File: config.mk
export PLATFORM = sky130hd
export DESIGN_NAME = truth_table_sequencer
export DESIGN_NICKNAME = d
export VERILOG_FILES = /design/src/rtl/truth_table_sequencer.sv
export SDC_FILE = /design/constraint.sdc
export NUM_CORES = 1
export LEC_CHECK = 0
export ABC_AREA = 1
export CAP_MARGIN = 15
export CORE_UTILIZATION = 51
export CTS_CLUSTER_SIZE = 24
export DETAILED_ROUTE_END_ITERATION = 7
export GPL_ROUTABILITY_DRIVEN = 0
export PLACE_DENSITY = 0.76
export SKIP_CTS_REPAIR_TIMING = 1
export SYNTH_ARGS = -nofsm -noshare
export SYNTH_HDL_FRONTEND = slang
export SYNTH_SLANG_ARGS = --single-unit
File: constraint.sdc
create_clock -name clk -period 2.2 [get_ports clk]
set_clock_uncertainty 0.15 [all_clocks]
set_input_delay 0.33 -clock clk [delete_from_list [all_inputs] [get_ports clk]]
set_output_delay 0.33 -clock clk [all_outputs]
set_load 0.01 [all_outputs]
File: src/rtl/truth_table_sequencer.sv
// truth_table_sequencer
// Sweeps a combinational N-input, 1-output block through all 2^N input
// vectors. Each vector is held SETTLE cycles, and the block's output is
// sampled on the last of those cycles. The captured truth table is then
// compared against an expected table that is latched when the sweep starts.
//
// State table:
//   state | meaning
//   IDLE  | waiting for start; vec held at 0; results from the last sweep held
//   RUN   | sweep in progress; vec = current index; cnt counts settle cycles
//
// Ports:
//   clk        rising-edge clock
//   reset      synchronous active-high reset; overrides every other input
//   start      begin a sweep; only sampled in IDLE
//   abort      cancel a running sweep and clear its results
//   expected   expected truth table; bit i is the output for vector i
//   dut_s      output of the controlled combinational block
//   vec        input vector driven to the block (for N=3: a=vec[2], b=vec[1], c=vec[0])
//   busy       sweep in progress
//   done       one-cycle pulse when a sweep completes
//   pass       captured table matched the expected table
//   table_out  captured truth table
//   err_count  number of mismatching entries
//   first_err  lowest mismatching index, 0 when there is no mismatch
module truth_table_sequencer #(
    parameter int N      = 3,
    parameter int SETTLE = 1
) (
    input  logic                clk,
    input  logic                reset,
    input  logic                start,
    input  logic                abort,
    input  logic [(1<<N)-1:0]   expected,
    input  logic                dut_s,
    output logic [N-1:0]        vec,
    output logic                busy,
    output logic                done,
    output logic                pass,
    output logic [(1<<N)-1:0]   table_out,
    output logic [N:0]          err_count,
    output logic [N-1:0]        first_err
);

    localparam int W = 1 << N;
    localparam logic [N-1:0] LAST_IDX = {N{1'b1}};
    localparam logic [3:0]   CNT_LAST = 4'(SETTLE - 1);

    typedef enum logic {IDLE, RUN} state_t;

    state_t         state;
    logic [W-1:0]   exp_lat;
    logic [3:0]     cnt;
    logic           miss;

    // vec doubles as the sweep index, so the mismatch test uses it directly.
    assign miss = dut_s ^ exp_lat[vec];

    always_ff @(posedge clk) begin
        if (reset) begin
            state     <= IDLE;
            exp_lat   <= '0;
            cnt       <= '0;
            vec       <= '0;
            busy      <= 1'b0;
            done      <= 1'b0;
            pass      <= 1'b0;
            table_out <= '0;
            err_count <= '0;
            first_err <= '0;
        end else begin
            done <= 1'b0;
            case (state)
                IDLE: begin
                    // abort is meaningless here, so start wins when both are high.
                    if (start) begin
                        exp_lat   <= expected;
                        table_out <= '0;
                        err_count <= '0;
                        first_err <= '0;
                        pass      <= 1'b0;
                        vec       <= '0;
                        cnt       <= '0;
                        busy      <= 1'b1;
                        state     <= RUN;
                    end
                end
                RUN: begin
                    if (abort) begin
                        busy      <= 1'b0;
                        vec       <= '0;
                        pass      <= 1'b0;
                        table_out <= '0;
                        err_count <= '0;
                        first_err <= '0;
                        state     <= IDLE;
                    end else if (cnt != CNT_LAST) begin
                        cnt <= cnt + 4'd1;
                    end else begin
                        table_out[vec] <= dut_s;
                        if (miss) begin
                            err_count <= err_count + (N+1)'(1);
                            if (err_count == '0)
                                first_err <= vec;
                        end
                        if (vec == LAST_IDX) begin
                            // err_count has not yet absorbed this entry's miss.
                            pass  <= (err_count == '0) && !miss;
                            busy  <= 1'b0;
                            done  <= 1'b1;
                            vec   <= '0;
                            state <= IDLE;
                        end else begin
                            vec <= vec + N'(1);
                            cnt <= '0;
                        end
                    end
                end
                default: state <= IDLE;
            endcase
        end
    end

endmodule

; After elaboration in Yosys (flattened, before gate mapping)
; Index checks and enable logic that the tools add are counted.
[word_totals]
reg_bits = 34
latch_bits = 0
mem_bits_rw = 0
rom_bits = 0
inputBits = 13
out_inout_bits = 21
n_memories = 0
[classes]
n_addsub = 3
multipliers = 0
div = 0
magnitude_cmp = 2
n_eq_ne = 8
shift = 0
n_mux = 44
bitwise_logic = 2
n_reduce_logical = 12
[ops]
columns = op, n
row1 = 4-bit two-way mux, 7
row2 = 3-bit two-way mux, 8
row3 = 8-bit two-way mux, 3
row4 = 4-bit one-hot mux with 2 select lines, 2
row5 = 8-bit one-hot mux with 2 select lines, 1
row6 = 1-bit two-way mux, 15
row7 = 3-bit one-hot mux with 2 select lines, 2
row8 = 3-bit by 2-bit != test with 1-bit output (second input constant), 3
row9 = 3-bit AND reduction, 3
row10 = 4-bit by 1-bit adder with 4-bit output (second input constant), 2
row11 = 8-bit bitwise mux, 1
row12 = 3-bit != test (second input constant), 2
row13 = 1-bit one-hot mux with 2 select lines, 3
row14 = 4-bit logical NOT, 1
row15 = 3-bit by 4-bit < comparator with 1-bit output (second input constant), 1
row16 = 2-bit != test (second input constant), 2
row17 = 2-bit AND reduction, 2
row18 = 4-bit AND reduction, 1
row19 = 4-bit nonzero test, 1
row20 = 4-bit OR reduction, 1
row21 = 3-bit by 1-bit adder with 3-bit output (second input constant), 1
row22 = 1-bit binary-select mux with 3-bit select, 1
row23 = 1-bit demux with 3-bit select, 1
row24 = 3-bit == test (second input constant), 1
row25 = 5 further kinds, 6

; Logic depth before layout (Yosys ltp)
[depth]
word_depth = 9
ltp_mapped = 14
mapped_depth_nobuf = 13

; Least setup slack after synthesis
; Ideal clock, no wire load.
[synth_timing]
path_type = flip-flop to flip-flop
startpoint = register vec[1]
endpoint = register cnt[2]
setup_time_ps = 130
t_arrival_ps = 1449
setup_slack_ps = 471
path_stages_with_launch = 11
period_less_slack_ps = 1729
path_cell_list = dfxtp_1 -> ha_1 -> ha_1 -> nand4_1 -> nand2_1 -> inv_2 -> nor2_2 -> inv_1 -> nand2_1 -> xor2_1 -> nor3_2
[synth_between]
elab_chain_len = 3
[synth_rtl]
columns = element, line_no
row1 = from (decl), 36  ; output logic [N-1:0] vec,
row2 = from (signal assigned), 114  ; vec <= vec + N'(1);
row3 = 3-bit == test, 106  ; if (vec == LAST_IDX) begin
row4 = 3-bit != test (no line), n/a
row5 = 3-bit AND reduction (no line), n/a
row6 = to (signal assigned), 98  ; cnt <= cnt + 4'd1;
row7 = to (decl), 53  ; logic [3:0] cnt;
; No other way between the ends.
; A chain may end at the register's enable or synchronous reset.

; Worst setup path in the final report
[layout_timing]
startpoint = register vec[0]
endpoint = output vec[0]
; No word-level cell between the ends.

==> impl_metrics.csv <==
group,metric,value,unit
status,run_status,"finished clean",
pwr,comb_power_share,17.9,%
drt,firstDrtPassIters,4,
grt,grt_busiest_layer,"met2",
setup_path,crit_required,1720,ps
layout,final_core_util,68.9,%
layout,drive_above_1_share,9.89,%
grt,grt_use_met1,26.5,%
flow_run,maxCapViolations,0,
hold_path,hold_path_class,"register to register",
drt,avgViaCountPerCell,4.93,
yosys,async_flop_share,0,%
setup_path,cp_cell_sequence,"buf_4 > clkdlybuf4s50_1",
grt,antenna_found_initial,0,
setup_path,reg2reg_depth,10,
drt,wl_per_cell,10.4,um
setup_path,worst_path_largest_cell_delay,560,ps
layout,n_antenna_cell,0,
layout,fin_cells,327,
pwr,p_total,1.25,mW
clock_network,cts_tree,"yes",
floorplan,io-pin-count,34,
clock_network,path_clk_slew,100,ps
sta,setup_violations,0,
floorplan,num_rows,20,
floorplan,coreArea,3130,um^2
yosys,syn_inst,245,
drt,vias,1612,
sta,finalCritPeriodShare,87.6,%
clock_network,ctsHtreeMaxLevel,2,
setup_path,r2r_start,"vec[1]$_SDFFE_PP0P_",
grt,grt_max_degree,19,
hold_path,hold_depth,2,
sta,maxSlewHeadroom,70.8,%
clock_network,cts_num_sinks,34,
grt,grt_pass1_vias,1430,
grt,grt_use_met2,36.3,%
sta,tightest_slew,438,ps
grt,use_met3,4.76,%
pwr,swShare,28.7,%
layout,areaGrowthSynthToFinish,24.9,%
floorplan,dieArea,3620,um^2
yosys,ys_warn_count,0,
setup_path,cpMaxStageDelayCell,"clkdlybuf4s50_1",
grt,grt_first_pass_wirelength,5890,um
yosys,ys_seq_area_share,39.4,%
sta,rsz0062_at_grt,"no",
sta,setup_tns,0,ps
grt,grt_overflow,0,
yosys,ys_ff_latch,34,
clock_network,clk_latency,330,ps
grt,grt_use_total,21.8,%
sta,slew_viol_final,0,
clock_network,clock-root-buffer,"clkbuf_4",
setup_path,endpoint_kind,"output port",
setup_path,cp-start-kind,"register",
layout,nets,301,
drt,remaining_drc_errors,0,
setup_path,crit_start,"vec[0]$_SDFFE_PP0P_",
drt,drtIter0Drc,92,
setup_path,critPathKind,"register to output port",
layout,final_cell_mix,"50 x nand2_1, 41 x nor2_1, 34 x dfxtp_1",
pwr,switching_power,0.358,mW
pwr,p_clk_share,29.3,%
yosys,synth_edf_count,0,
yosys,syn_area_per_cell,7.04,um^2
floorplan,dieWidth,60.2,um
yosys,ys.flop_type,"dfxtp_1",
sta,period_minus_slack,1930,ps
clock_network,clockBufferDepth,2,
pwr,max-vdd-ir-drop,411,uV
setup_path,reg2reg_to,"cnt[2]$_SDFFE_PP0P_",
setup_path,arrival,1450,ps
layout,layout_commonest_cell,"nand2_1",
sta,clock.fmax,519,MHz
floorplan,start_util,55.2,%
drt,drt.antenna.violating_nets,0,
setup_path,crit_end,"vec[0]",
pwr,p_int,0.891,mW
floorplan,die_h,60.2,um
drt,finalWirelength,3420,um
yosys,netlist_area,1730,um^2
place,io_buffers,33,
yosys,ys_types,29,
setup_path,critPathMaxFanout,11,
place,dp_hpwl,2530,um
place,place_inst,319,
pwr,p_seq_share,52.8,%
sta,hold_viol_final,0,
pwr,power_leakage,0.905,nW
setup_path,r2r_slack,350,ps
clock_network,cts_buffers,5,
yosys,synth.net_count,264,
pwr,powerDensity,580,nW/um^2
stage by stage:
| step | setup WS [ps] | area (um^2) | hold slack [ps] |
|---|---|---|---|
| floorplan | 471 | 1730 | 279 |
| global placement | 231 | 2100 | 295 |
| detailed placement | 193 | 2100 | 302 |
| CTS | 264 | 2160 | 318 |
| global route | 142 | 2160 | 339 |
| finish | 272 | 2160 | 311 |
cell usage after synthesis, types with 3 or more instances:
cell type / number / area share (%)
nand2_1: 50 / 11
nor2_1: 41 / 8.9
dfxtp_1: 34 / 39
inv_1: 29 / 6.3
a21oi_1: 23 / 6.7
o21ai_0: 17 / 4.9
nand3_1: 8 / 2.3
ha_1: 6 / 4.4
inv_2: 5 / 1.1
nand4_1: 4 / 1.5
clkbuf_1: 3 / 0.65
sequential cells by signal, indices dropped and copies added (netlist names):
name,cells
vec,3
err_count,4
pass,1
state,1
first_err,3
cnt,4
table_out,8
busy,1
exp_lat,8
done,1
worst max-delay path, delay by kind of cell, from the launching register on:
family / cells / cell delay (ps)
DFF: 1 / 340
buffers and inverters: 2 / 770
power groups by stage:
stage          Clock [mW]  Sequential [mW]  Combinational, mW
3_5_place_dp            0            0.674              0.225
4_1_cts             0.370            0.660              0.226
6_report            0.366            0.659              0.224
5_1_grt             0.407            0.664              0.252
2_1_floorplan           0            0.677              0.142
3_3_place_gp            0            0.673              0.223
per-layer routing:
| layer | wire, um | vias to the layer above |
|---|---|---|
| li1 | - | 861 |
| met1 | 1700 | 719 |
| met2 | 1560 | 25 |
| met3 | 110 | 7 |
| met4 | 52 | 0 |
| met5 | 0 | - |
cell type report:
| cell class | count | area [um^2] |
|---|---|---|
| clock inverter | 1 | 5.00 |
| multi-input combinational | 169 | 862 |
| timing repair buffer | 36 | 353 |
| fill | 292 | 972 |
| clock buffer | 7 | 55.1 |
| tap | 44 | 55.1 |
| sequential | 34 | 681 |
| inverter | 36 | 145 |
worst min path at each step:
stage / startpoint / to / slack, ps
after detailed placement: exp_lat[1]$_SDFFE_PP0P_ / exp_lat[1]$_SDFFE_PP0P_ / 300
after CTS: exp_lat[3]$_SDFFE_PP0P_ / exp_lat[3]$_SDFFE_PP0P_ / 320
after global routing: exp_lat[3]$_SDFFE_PP0P_ / exp_lat[3]$_SDFFE_PP0P_ / 340
final: exp_lat[3]$_SDFFE_PP0P_ / exp_lat[3]$_SDFFE_PP0P_ / 310
after global placement: exp_lat[2]$_SDFFE_PP0P_ / exp_lat[2]$_SDFFE_PP0P_ / 300
after floorplan: exp_lat[6]$_SDFFE_PP0P_ / exp_lat[6]$_SDFFE_PP0P_ / 280
cell families (layout without fill, tap and decap cells):
group | Yosys count | count (layout) | synth area share [%]
buf+inv | 42 | 80 | 10.6
flops | 34 | 34 | 39.4
fa+ha+maj | 6 | 6 | 4.35
compound gates | 46 | 46 | 13.9
simple gates | 116 | 116 | 31.2
xor+xnor | 1 | 1 | 0.508
Power figures use the tool's default switching activity.
